--- config.mk ---
export PLATFORM = sky130hd
export DESIGN_NAME = key_counter_ctrl
export DESIGN_NICKNAME = d
export VERILOG_FILES = /design/src/rtl/key_counter_ctrl.sv
export SDC_FILE = /design/constraint.sdc
export NUM_CORES = 1
export LEC_CHECK = 0
export ABC_CLOCK_PERIOD_IN_PS = 3290
export CORE_MARGIN = 2
export CORE_UTILIZATION = 60
export DETAILED_ROUTE_END_ITERATION = 12
export GPL_TIMING_DRIVEN = 0
export PLACE_DENSITY = 0.82
export SETUP_SLACK_MARGIN = 0.1
export SYNTH_ARGS = -nofsm -noshare
export SYNTH_HDL_FRONTEND = slang
export SYNTH_SLANG_ARGS = --single-unit
--- constraint.sdc ---
create_clock -name sys_clk -period 3.29 [get_ports sys_clk]
set_input_delay 0.658 -clock sys_clk [delete_from_list [all_inputs] [get_ports sys_clk]]
set_output_delay 0.658 -clock sys_clk [all_outputs]
set_load 0.02 [all_outputs]
--- src/rtl/key_counter_ctrl.sv ---
// Key-driven up/down/clear counter with a divided step tick; all outputs registered, key_en takes effect on the next edge.
// No backpressure: every key_en pulse is accepted and overrides any pending step.
module key_counter_ctrl #(
  parameter logic [25:0] CNT_MAX = 26'd49_999_999,
  parameter logic [7:0]  CNT_TOP = 8'd99
) (
  input  logic       sys_clk,
  input  logic       sys_rst,
  input  logic       key_en,
  input  logic [3:0] key_select,
  output logic [7:0] count,
  output logic [1:0] mode,
  output logic       tick,
  output logic       wrap
);

  typedef enum logic [1:0] {
    IDLE  = 2'b00,
    UP    = 2'b01,
    DOWN  = 2'b10,
    CLEAR = 2'b11
  } state_e;

  state_e      state_q, state_d;
  logic [25:0] div_q, div_d;
  logic [7:0]  count_q, count_d;
  logic        tick_q, tick_d;
  logic        wrap_q, wrap_d;

  always_ff @(posedge sys_clk or posedge sys_rst) begin
    if (sys_rst) begin
      state_q <= IDLE;
      div_q   <= '0;
      count_q <= '0;
      tick_q  <= 1'b0;
      wrap_q  <= 1'b0;
    end else begin
      state_q <= state_d;
      div_q   <= div_d;
      count_q <= count_d;
      tick_q  <= tick_d;
      wrap_q  <= wrap_d;
    end
  end

  // A key event always wins over a divider terminal in the same cycle:
  // the divider restarts and no step is taken.
  always_comb begin
    state_d = state_q;
    div_d   = '0;
    count_d = count_q;
    tick_d  = 1'b0;
    wrap_d  = 1'b0;
    if (key_en) begin
      state_d = state_e'(key_select[1:0]);
      if (key_select[1:0] == CLEAR) begin
        count_d = '0;
      end
    end else begin
      case (state_q)
        IDLE: begin
          state_d = IDLE;
        end
        UP, DOWN: begin
          if (div_q == CNT_MAX) begin
            tick_d = 1'b1;
            if (state_q == UP) begin
              if (count_q == CNT_TOP) begin
                count_d = '0;
                wrap_d  = 1'b1;
              end else begin
                count_d = count_q + 8'd1;
              end
            end else begin
              if (count_q == 8'd0) begin
                count_d = CNT_TOP;
                wrap_d  = 1'b1;
              end else begin
                count_d = count_q - 8'd1;
              end
            end
          end else begin
            div_d = div_q + 26'd1;
          end
        end
        CLEAR: begin
          count_d = '0;
          state_d = IDLE;
        end
        default: begin
          state_d = IDLE;
        end
      endcase
    end
  end

  assign count = count_q;
  assign mode  = state_q;
  assign tick  = tick_q;
  assign wrap  = wrap_q;

endmodule

-- Yosys cells after proc, flatten, opt, wreduce, memory -nomap -nowiden
Cells that the tools add are included.
- bitwise gates (word level): 0
- reduce and logical (&&, ||, !) cells: 7
- shifts and indexed selects: 0
- eq/ne operators: 8
- multiply operators: 0
- mux-type cells: 21
- add/sub/neg operators: 3
- order comparisons: 0
- div/mod/pow operators: 0
- operators by type and width (cell ; count):
    26-bit 2-to-1 mux ; 3
    8-bit 2-to-1 mux ; 6
    26-bit by 1-bit adder with 26-bit output (second input constant) ; 1
    26-bit == test (second input constant) ; 1
    8-bit one-hot mux with 2 select lines ; 1
    1-bit 2-to-1 mux ; 9
    8-bit by 1-bit adder with 8-bit output (second input constant) ; 1
    8-bit by 7-bit == test with 1-bit output (second input constant) ; 1
    8-bit logical NOT ; 1
    8-bit by 1-bit subtractor with 8-bit output (second input constant) ; 1
    2-bit == test (second input constant) ; 3
    2-bit 2-to-1 mux ; 2
    2-bit OR reduction ; 2
    3-bit != test (second input constant) ; 1
    3-bit AND reduction ; 1
    3-bit nonzero test ; 1
    2-bit by 1-bit == test with 1-bit output (second input constant) ; 1
    2-bit logical NOT ; 1
    2-bit by 1-bit != test with 1-bit output (second input constant) ; 1
    2-bit nonzero test ; 1
- RAM bits: 0
- bits in read-only memories: 0
- output and inout bits: 12
- memories: 0
- register bits after elaboration: 38
- logic and storage cells: 44
- input port bits: 7
- bits in latches: 0

-- Longest topological paths before layout
- depth in word-level cells: 6
- mapped depth: 8

-- Least setup slack after synthesis
OpenSTA, ideal clock, no wires.
- path kind: register to register
- start point: register state_q[1], in the netlist mode[1]
- end point: register count_q[0], in the netlist count[0]
- slack: 1164 ps
- required time: 3186 ps
- arrival: 2023 ps
- period minus slack after synthesis: 2126 ps
- cell stages (with the launch flop): 7
- cell sequence: dfrtp_1 > inv_1 > ha_1 > nand2b_1 > o41a_1 > or2_4 > o41ai_2
- cells in the longest elaborated chain, start to end: 5
- RTL lines (element ; line ; text):
    from (decl) ; 24 ; state_e state_q, state_d;
    from (signal assigned) ; 38 ; state_q <= state_d;
    2-bit by 1-bit == test with 1-bit output ; 60, 67 ;
    8-bit 2-to-1 mux ; 67 ; if (state_q == UP) begin
    8-bit 2-to-1 mux ; 65 ; if (div_q == CNT_MAX) begin
    8-bit one-hot mux with 2 select lines ; 60 ; case (state_q)
    8-bit 2-to-1 mux ; 54 ; if (key_en) begin
    to (signal assigned) ; 40 ; count_q <= count_d;
    to (decl) ; 26 ; logic [7:0] count_q, count_d;
Several ways; a longest one is shown, not always the timed one. The select of a mux whose other input is x is not followed.
A chain may end at the register's enable or synchronous reset.

-- Final worst setup path
- start point: register div_q[0]
- end point: register count_q[0], in the netlist count[0]
- cells in the longest elaborated chain, start to end: 3
- RTL lines (element ; line ; text):
    from (decl) ; 25 ; logic [25:0] div_q, div_d;
    from (signal assigned) ; 39 ; div_q <= div_d;
    26-bit == test ; 65 ;
    3-bit != test (no line) ; -- ;
    3-bit AND reduction (no line) ; -- ;
No other way between the ends.

==> results.py <==
metrics = {
    "route": {
        "drt-pass1-iter-count": 4,
        "detail_route.wl_per_cell_um": 14.6,
        "drtIter0Drc": 151,
        "wirelength_mm": 4.49,
        "vias_per_cell": 5.85,
        "antenna_left": 0,
        "vias": 1796,
        "route.detailed.drc": 0,
    },
    "synthesis": {
        "synth_compound_area_share_pct": 11.4,
        "syn_inst": 238,
        "synth_top_area_cell": "dfrtp_1",
        "synth_top_family_by_area": "simple AND/OR/NAND/NOR gates",
        "yosys_warnings": 0,
        "synthArstFlopShare_pct": 100,
        "syn_area_mm2": 0.00219,
        "synthXorXnorAreaFrac_pct": 9.98,
        "yosys-top-cells-count": "38 x dfrtp_1, 35 x nor2_1, 19 x xor2_1",
        "synthesis.nets": 251,
        "synth_area_leaders": "dfrtp_1 43%, xor2_1 7.6%, nor2_1 6.0%, ha_1 3.4%, nand3_1 3.4%",
        "synth_edf_count": 0,
        "synth-simple-area-share_pct": 28.4,
        "netlist.area_leader.share_pct": 43.4,
        "synthMuxAreaShare_pct": 0.456,
        "ys_ff_latch": 38,
        "yosysMostFrequentCell": "dfrtp_1",
        "synth_area_per_cell_um2": 9.22,
        "synth_cell_type_count": 51,
        "ys.flop_type": "dfrtp_1",
        "synthAdderAreaFrac_pct": 3.42,
        "seq_area_frac_synth_pct": 43.4,
    },
    "run": {
        "cap_violations": 0,
    },
    "outcome": {
        "status": "completed",
    },
    "sta": {
        "hold_viol": 0,
        "rsz0062_at_grt": "false",
        "clock_skew_ps": 13.2,
        "slew_violations": 0,
        "tightest_slew_ps": 989,
        "setup_slack_ps": 891,
        "hold_slack_ps": 523,
        "setup_viol": 0,
        "slew_headroom_pct": 33.4,
        "setup_tns_ps": 0,
        "min_period_over_period_pct": 72.9,
        "period_minus_slack_ps": 2400,
        "fmax_mhz": 417,
    },
    "min_path": {
        "min_path_type": "reg -> reg",
        "min_from": "div_q[0]",
    },
    "floorplan": {
        "rows": 21,
        "ios": 19,
        "die-width_um": 64.5,
        "dieArea_mm2": 0.00416,
        "die_h_um": 64.5,
        "initial_utilization_pct": 64.2,
        "core_mm2": 0.00342,
    },
    "setup_path": {
        "crit_slowest_cell": "o41a_1",
        "path_delay_family": "compound AO/OA/AOI/OAI gates",
        "crit_start": "div_q[0]",
        "arrival_ps": 2660,
        "path_class": "reg -> reg",
        "cp_max_fo": 9,
        "critPathLaunchType": "register",
        "slowest_delay_ps": 550,
        "critPathRequiredTime_ps": 3550,
        "r2r-start": "div_q[0]",
        "critPathCaptureType": "register",
        "crit_buf_inv": 1,
        "crit_chain": "ha_1 > and4_1 > buf_4 > nand2_2 > o41a_1 > or2_4 > o41ai_2",
    },
    "clock_network": {
        "clkSinkCount": 38,
        "htreeDepth": 2,
        "cts_buffer_depth": 2,
        "clk_pin_slew_ps": 120,
        "clk_latency_ps": 360,
        "cts_resized": 0,
        "numCtsBuffers": 5,
        "hold_buffers": 0,
        "cts-root-buf": "clkbuf_4",
        "post-cts-setup-buffers": 0,
        "cts_tree": "done",
    },
    "grt": {
        "grt_pass1_wl_mm": 8.11,
        "grt_pass1_vias": 1790,
        "antenna_found_initial": 0,
        "grt_max_degree": 39,
        "track_usage_pct": 25.4,
        "gr-total-overflow": 0,
    },
    "power": {
        "irDropWorstVdd_uv": 290,
        "p_leak_uw": 0.00102,
        "p_per_area_mw_per_mm2": 523,
    },
    "cells_and_area": {
        "final-instance-count-excl-fill": 307,
        "fin_util_pct": 73.4,
        "fillers": 290,
        "syn_to_final_growth_pct": 14.3,
        "seq_area_um2": 951,
        "insertedDiodeCount": 0,
        "multi_input_area_mm2": 0.00117,
        "layout.nets": 273,
        "final_layout_size_suffix_gt1_share_pct": 8.05,
    },
    "placement": {
        "hpwlAfterDp_mm": 3.20,
        "pre_cts_slack_ps": 971,
        "port_buffers": 15,
        "place.gp.congestion": 0.890,
        "dp.cells": 299,
    },
}
==> cells by family (layout without fill, tap and decap cells) <==
group           Yosys count  count (layout)
flops                    38              38
buf+inv                  17              40
fa+ha+maj                 6               6
simple gates            118             118
compound gates           33              33
mux                       1               1
xor+xnor                 25              25
==> layer usage <==
layer | track usage (%) | wire length (µm) | vias to the layer above
li1 | - | - | 891
met1 | 33.6 | 2110 | 861
met3 | 6.08 | 131 | 8
met4 | 10.6 | 80 | 0
met2 | 40.2 | 2170 | 36
met5 | 0 | 0 | -
==> final cells by class <==
| type | count | area share [%] |
|---|---|---|
| clock buffers | 5 | 1.50 |
| flip-flops and latches | 38 | 37.9 |
| multi-input cells | 183 | 46.9 |
| repair buffers | 15 | 5.99 |
| well taps | 46 | 2.30 |
| plain buffers | 10 | 1.65 |
| inverters | 7 | 1.05 |
| clock inverters | 3 | 2.74 |
==> cells in the final DEF, fill, tap and decap left out, drive strengths merged, types with 6 or more instances in the layout <==
master	n
dfrtp	38
nor2	35
xor2	19
nand2	19
nand3	15
clkdlybuf4s50	15
clkbuf	14
nand4	9
and3	8
nor4	8
o31ai	7
inv	7
nor3	6
xnor2	6
ha	6
==> report_power, final <==
part	total [µW]	internal (µW)	switching (µW)
Sequential	519	495	24.0
Clock	400	238	163
Combinational	393	156	236
Total	1310	888	423
==> registers in the layout, indices dropped and copies added (netlist names) <==
name and count:
count 8, div_q 26, mode 2, tick 1
wrap 1
==> path summary, 6_finish.rpt <==
kind / to / slack (ps) / cells past startpoint
worst min-delay path: div_q[0] / 520 / 1
worst max-delay path: count[0] / 890 / 7
worst min register to register: div_q[0] / 520 / 1
worst max register to register: count[0] / 890 / 7
max in group asynchronous: count[1] / 2060 / 2
min in group asynchronous: div_q[25] / 750 / 2
==> through the flow <==
step           cell area [µm²]  power, µW
2_1_floorplan             2190        799
3_3_place_gp              2400        907
3_5_place_dp              2400        916
4_1_cts                   2510       1320
5_1_grt                   2510       1390
6_report                  2510       1310
Power figures use the tool's default switching activity.
